`src/rtl/mem_out_sync.sv`:
```
// Purpose: synchronous output memory with byte-enable writes, power-on clear and request error strobe.
// Latency: a read returns data one cycle after the request; a write is visible to a read on the next cycle.
// Backpressure: none; ocupado marks the clear sequence, during which requests are dropped without error.
module mem_out_sync #(
    parameter int ANCHO = 32,
    parameter int PROF  = 32,
    parameter int AW    = 32
) (
    input  logic               clk,
    input  logic               rst_n,
    input  logic [AW-1:0]      direccion,
    input  logic               Wen,
    input  logic               Ren,
    input  logic [ANCHO/8-1:0] be,
    input  logic [ANCHO-1:0]   datoEscritura,
    output logic [ANCHO-1:0]   datoLectura,
    output logic               lectura_valida,
    output logic               ocupado,
    output logic               error
);

    localparam int IW = (PROF > 1) ? $clog2(PROF) : 1;
    localparam int NB = ANCHO / 8;
    localparam logic [AW:0] PROF_A = (AW + 1)'(PROF);
    localparam logic [IW-1:0] LAST = IW'(PROF - 1);

    typedef enum logic {LIMPIA, LISTA} state_t;

    state_t             state_q, state_d;
    logic [IW-1:0]      cnt_q, cnt_d;
    logic [ANCHO-1:0]   mem_q [PROF];
    logic [ANCHO-1:0]   mem_d [PROF];
    logic [ANCHO-1:0]   rd_dat_q, rd_dat_d;
    logic               vld_q, vld_d;
    logic               err_q, err_d;
    logic               in_range;
    logic               rejected;
    logic [IW-1:0]      idx;

    always_comb begin
        state_d  = state_q;
        cnt_d    = cnt_q;
        mem_d    = mem_q;
        rd_dat_d = rd_dat_q;
        vld_d    = 1'b0;
        err_d    = 1'b0;
        // Full-width compare first so high address bits can never alias into the array.
        in_range = {1'b0, direccion} < PROF_A;
        rejected = (Wen || Ren) && (!in_range || (Wen && Ren));
        idx      = direccion[IW-1:0];

        case (state_q)
            LIMPIA: begin
                mem_d[cnt_q] = '0;
                if (cnt_q == LAST) begin
                    state_d = LISTA;
                    cnt_d   = '0;
                end else begin
                    cnt_d = cnt_q + IW'(1);
                end
            end
            LISTA: begin
                if (rejected) begin
                    err_d = 1'b1;
                end else if (Wen) begin
                    for (int i = 0; i < NB; i++) begin
                        if (be[i]) begin
                            mem_d[idx][8*i +: 8] = datoEscritura[8*i +: 8];
                        end
                    end
                end else if (Ren) begin
                    rd_dat_d = mem_q[idx];
                    vld_d    = 1'b1;
                end
            end
            default: begin
                state_d = LIMPIA;
                cnt_d   = '0;
            end
        endcase
    end

    // Array contents are not reset; the clear sequence that follows reset defines them.
    always_ff @(posedge clk) begin
        if (!rst_n) begin
            state_q  <= LIMPIA;
            cnt_q    <= '0;
            rd_dat_q <= '0;
            vld_q    <= 1'b0;
            err_q    <= 1'b0;
        end else begin
            state_q  <= state_d;
            cnt_q    <= cnt_d;
            rd_dat_q <= rd_dat_d;
            vld_q    <= vld_d;
            err_q    <= err_d;
            mem_q    <= mem_d;
        end
    end

    assign datoLectura    = rd_dat_q;
    assign lectura_valida = vld_q;
    assign error          = err_q;
    assign ocupado        = (state_q == LIMPIA);

endmodule

```
`config.mk`:
```
export PLATFORM = sky130hd
export DESIGN_NAME = mem_out_sync
export DESIGN_NICKNAME = d
export VERILOG_FILES = /design/src/rtl/mem_out_sync.sv
export SDC_FILE = /design/constraint.sdc
export NUM_CORES = 2
export LEC_CHECK = 0
export CAP_MARGIN = 20
export CORE_UTILIZATION = 30
export DETAILED_ROUTE_END_ITERATION = 12
export PLACE_DENSITY = 0.42
export SYNTH_ARGS = -nofsm -noshare
export SYNTH_HDL_FRONTEND = slang
export SYNTH_SLANG_ARGS = --single-unit
```
`constraint.sdc`:
```
create_clock -name clk -period 7.2 [get_ports clk]
set_input_delay 1.8 -clock clk [delete_from_list [all_inputs] [get_ports clk]]
set_output_delay 1.8 -clock clk [all_outputs]
set_load 0.01 [all_outputs]
```
==> results.json <==
{
  "status": "completed",
  "cts-htree-levels": 4,
  "critical-path-top-delay-family": "simple AND/OR/NAND/NOR gates",
  "seqCellArea_mm2": 0.03156,
  "synth_seq_area_share": 0.6063,
  "die-height_um": 418.5,
  "die_w_um": 418.5,
  "final_min_period_over_clock_period": 0.6705,
  "pin_count": 107,
  "core_area_mm2": 0.1719,
  "synth_seq_cells": 1064,
  "period_minus_slack_ps": 4828,
  "hold_violations": 0,
  "wl_per_cell_um": 28.14,
  "synthesis.area_mm2": 0.05203,
  "critical_path.max_fanout": 22,
  "io_buffers": 106,
  "timing.fmax_ghz": 0.2071,
  "synth_cells": 4560,
  "p_leak_nw": 22.53,
  "critPathMostFrequentCell": "buf_4",
  "pre_cts_slack_ps": 1487,
  "worstHoldPathType": "register to register",
  "synth_enable_flop_cells": 1024,
  "drt_first_iter_violations": 3909,
  "postSynth.topFlopCell": "edfxtp_1",
  "worst_setup_end_kind": "register",
  "slew_worst_pin_ps": 1199,
  "overflow": 0,
  "grt_start_max_net_pins": 96,
  "critPathBufInv": 3,
  "routed_via_density": 5.369,
  "syn-mean-instance-area_um2": 11.41,
  "post-cts-setup-buffers": 0,
  "gp_congestion": 0.8814,
  "clockRootBuffer": "clkbuf_16",
  "synth_net_count": 4637,
  "multiInputGateArea_mm2": 0.01891,
  "effective_utilization_at_floorplan": 0.3027,
  "detail-route-antenna-nets": 0,
  "max-clock-path-buffers": 3,
  "timing.setup.critical_path_class": "input pin to register",
  "crit_required_ps": 7670,
  "setup-tns-final_ps": 0,
  "clock-skew-final_ps": 40.48,
  "most-common-layout-cells": "1186 x o21ai_0, 1104 x nand2_1, 1024 x edfxtp_1",
  "hold_buffers": 0,
  "routed_wirelength_um": 197200,
  "critPathLaunchType": "input pin",
  "drive_above_1_share": 0.1419,
  "max_cap_violations": 0,
  "area_growth_pct": 15.92,
  "clk_pin_slew_worst_paths_ps": 50,
  "asyncSetResetFlopFracSynth": 0,
  "clk-insertion-delay-late_ps": 790,
  "postCtsResizedCells": 0,
  "setup_repair_after_global_routing_missed_its_margin": "false",
  "via_count_of_the_first_global_routing_pass": 36610,
  "row_count": 152,
  "cp_slowest_stage_delay_ps": 700,
  "cts_tree": "built",
  "hpwlAfterDp_um": 128600,
  "dieArea_mm2": 0.1751,
  "final_common_cell": "o21ai_0",
  "total_global_route_track_usage": 0.2229,
  "final_nets": 4676,
  "route.detailed.drc": 0,
  "cts-buffers-inserted": 132,
  "antenna_found_initial": 15,
  "worst_relative_slew_slack": 0.1975,
  "power_dens_cells_mw_per_mm2": 251.4,
  "worst_path_max_delay_cell": "nand2_2",
  "grt_pass1_wl_um": 281500,
  "fill_cells": 17150,
  "yosys.cell_types.count": 53,
  "timing_max_transition_violations_final": 0,
  "cp_data_arrival_time_ps": 5300,
  "setup_violations": 0,
  "synth_warnings": 0,
  "final_critical_path_setup_slack_ps": 2372,
  "cp_cell_sequence": "clkdlybuf4s50_1 > nor4_1 > nand4_1 > nor3_1 > nand2_2 > buf_4 > o21ai_0 > buf_4",
  "numClockSinks": 1064,
  "ir_drop_mv": 0.2191,
  "firstDrtPassIters": 5,
  "route.vias.total": 37620
}
==> cells by family (layout without fill, tap and decap cells) <==
group                    count (synthesis)  after routing  share of synthesized area
AND/OR/NAND/NOR                       1195           1195                    0.08998
AO/OA/AOI/OAI                         1441           1441                     0.1510
adder cells (fa/ha/maj)                  5              5                   0.001202
multiplexers                           409            409                     0.1125
other                                    0              2                          0
buffers and inverters                  446            581                    0.03900
flip-flops                            1064           1064                     0.6063
==> path summary, 6_finish.rpt <==
kind                                     from          to  slack (ps)  cells past startpoint
worst max-delay path            direccion[18]  mem_q[881]        2370                      8
worst min-delay path               mem_q[465]  mem_q[465]         550                      2
worst min register to register     mem_q[465]  mem_q[465]         550                      2
worst max register to register        state_q  mem_q[829]        3480                      4
==> layer usage <==
metal	global-route usage	up-vias	wire length (um)
li1	-	16980	-
met1	0.3242	19090	90510
met2	0.3235	1340	84900
met3	0.04803	216	14920
met4	0.08046	2	6818
met5	0	-	20
==> through the flow <==
step | std cells | hold WS [ps] | cell area, um2 | power (mW) | utilization
6_report | 7007 | 550.2 | 60320 | 15.17 | 0.3508
5_1_grt | 7005 | 559.9 | 60310 | 15.68 | 0.3508
4_1_cts | 6959 | 550.6 | 60010 | 15.29 | 0.3490
3_5_place_dp | 6729 | 538.6 | 55960 | 8.845 | 0.3255
3_3_place_gp | 6723 | 531.1 | 55880 | 8.824 | 0.3250
2_1_floorplan | 4560 | 506.1 | 52030 | 8.276 | -
==> registers in the layout, summed over array words and instances (netlist names) <==
| signal | count |
|---|---|
| cnt_q | 5 |
| state_q | 1 |
| datoLectura | 32 |
| error | 1 |
| mem_q | 1024 |
| lectura_valida | 1 |
==> synth_stat cells (2+ instances only) <==
library cell | count | area, um2
a211o_1 | 28 | 245.2
a211oi_1 | 13 | 97.59
a211oi_2 | 15 | 187.7
a21boi_0 | 2 | 15.01
a21oi_1 | 20 | 100.1
a221oi_1 | 4 | 35.03
a22oi_1 | 3 | 22.52
a31oi_1 | 48 | 300.3
and2_1 | 8 | 50.05
and3_1 | 2 | 12.51
and3b_1 | 2 | 17.52
buf_1 | 6 | 22.52
buf_12 | 2 | 40.04
buf_2 | 24 | 120.1
buf_4 | 27 | 202.7
buf_6 | 21 | 236.5
buf_8 | 3 | 45.04
clkbuf_1 | 359 | 1348
dfxtp_1 | 40 | 800.8
edfxtp_1 | 1024 | 30750
ha_1 | 5 | 62.56
inv_1 | 3 | 11.26
mux2_2 | 30 | 337.8
mux2i_1 | 240 | 2402
mux4_2 | 137 | 3085
nand2_1 | 1133 | 4253
nand2b_1 | 2 | 12.51
nand3_1 | 2 | 10.01
nand4_1 | 3 | 18.77
nand4bb_1 | 3 | 33.78
nor2_1 | 7 | 26.28
nor2b_1 | 13 | 81.33
nor3_1 | 5 | 25.02
nor3b_2 | 2 | 25.02
nor4_1 | 7 | 43.79
o21ai_0 | 1186 | 5936
o221ai_1 | 30 | 262.8
o22a_1 | 30 | 262.8
o22ai_1 | 57 | 356.6
==> area by class of cell <==
type / instances / share of cell area
Antenna cell: 2 / 0.00008298
Clock buffer: 182 / 0.06014
Clock inverter: 48 / 0.007011
Inverter: 4 / 0.0002489
Multi-Input combinational cell: 3050 / 0.3135
Sequential cell: 1064 / 0.5232
Tap cell: 2310 / 0.04792
Timing Repair Buffer: 347 / 0.04798
==> power breakdown <==
group | switching, mW | internal, mW
logic | 0.798 | 0.499
registers | 0.208 | 7.24
clock network | 2.73 | 3.70
total | 3.73 | 11.4
==> tightest hold or removal path: cells and delay by family, from the launching register on <==
family / cells / cell delay (ps)
and+or+nand+nor: 1 / 50
DFF: 1 / 330
AOI/OAI and AO/OA: 1 / 60
No activity file was read; power rests on OpenSTA's default activity.
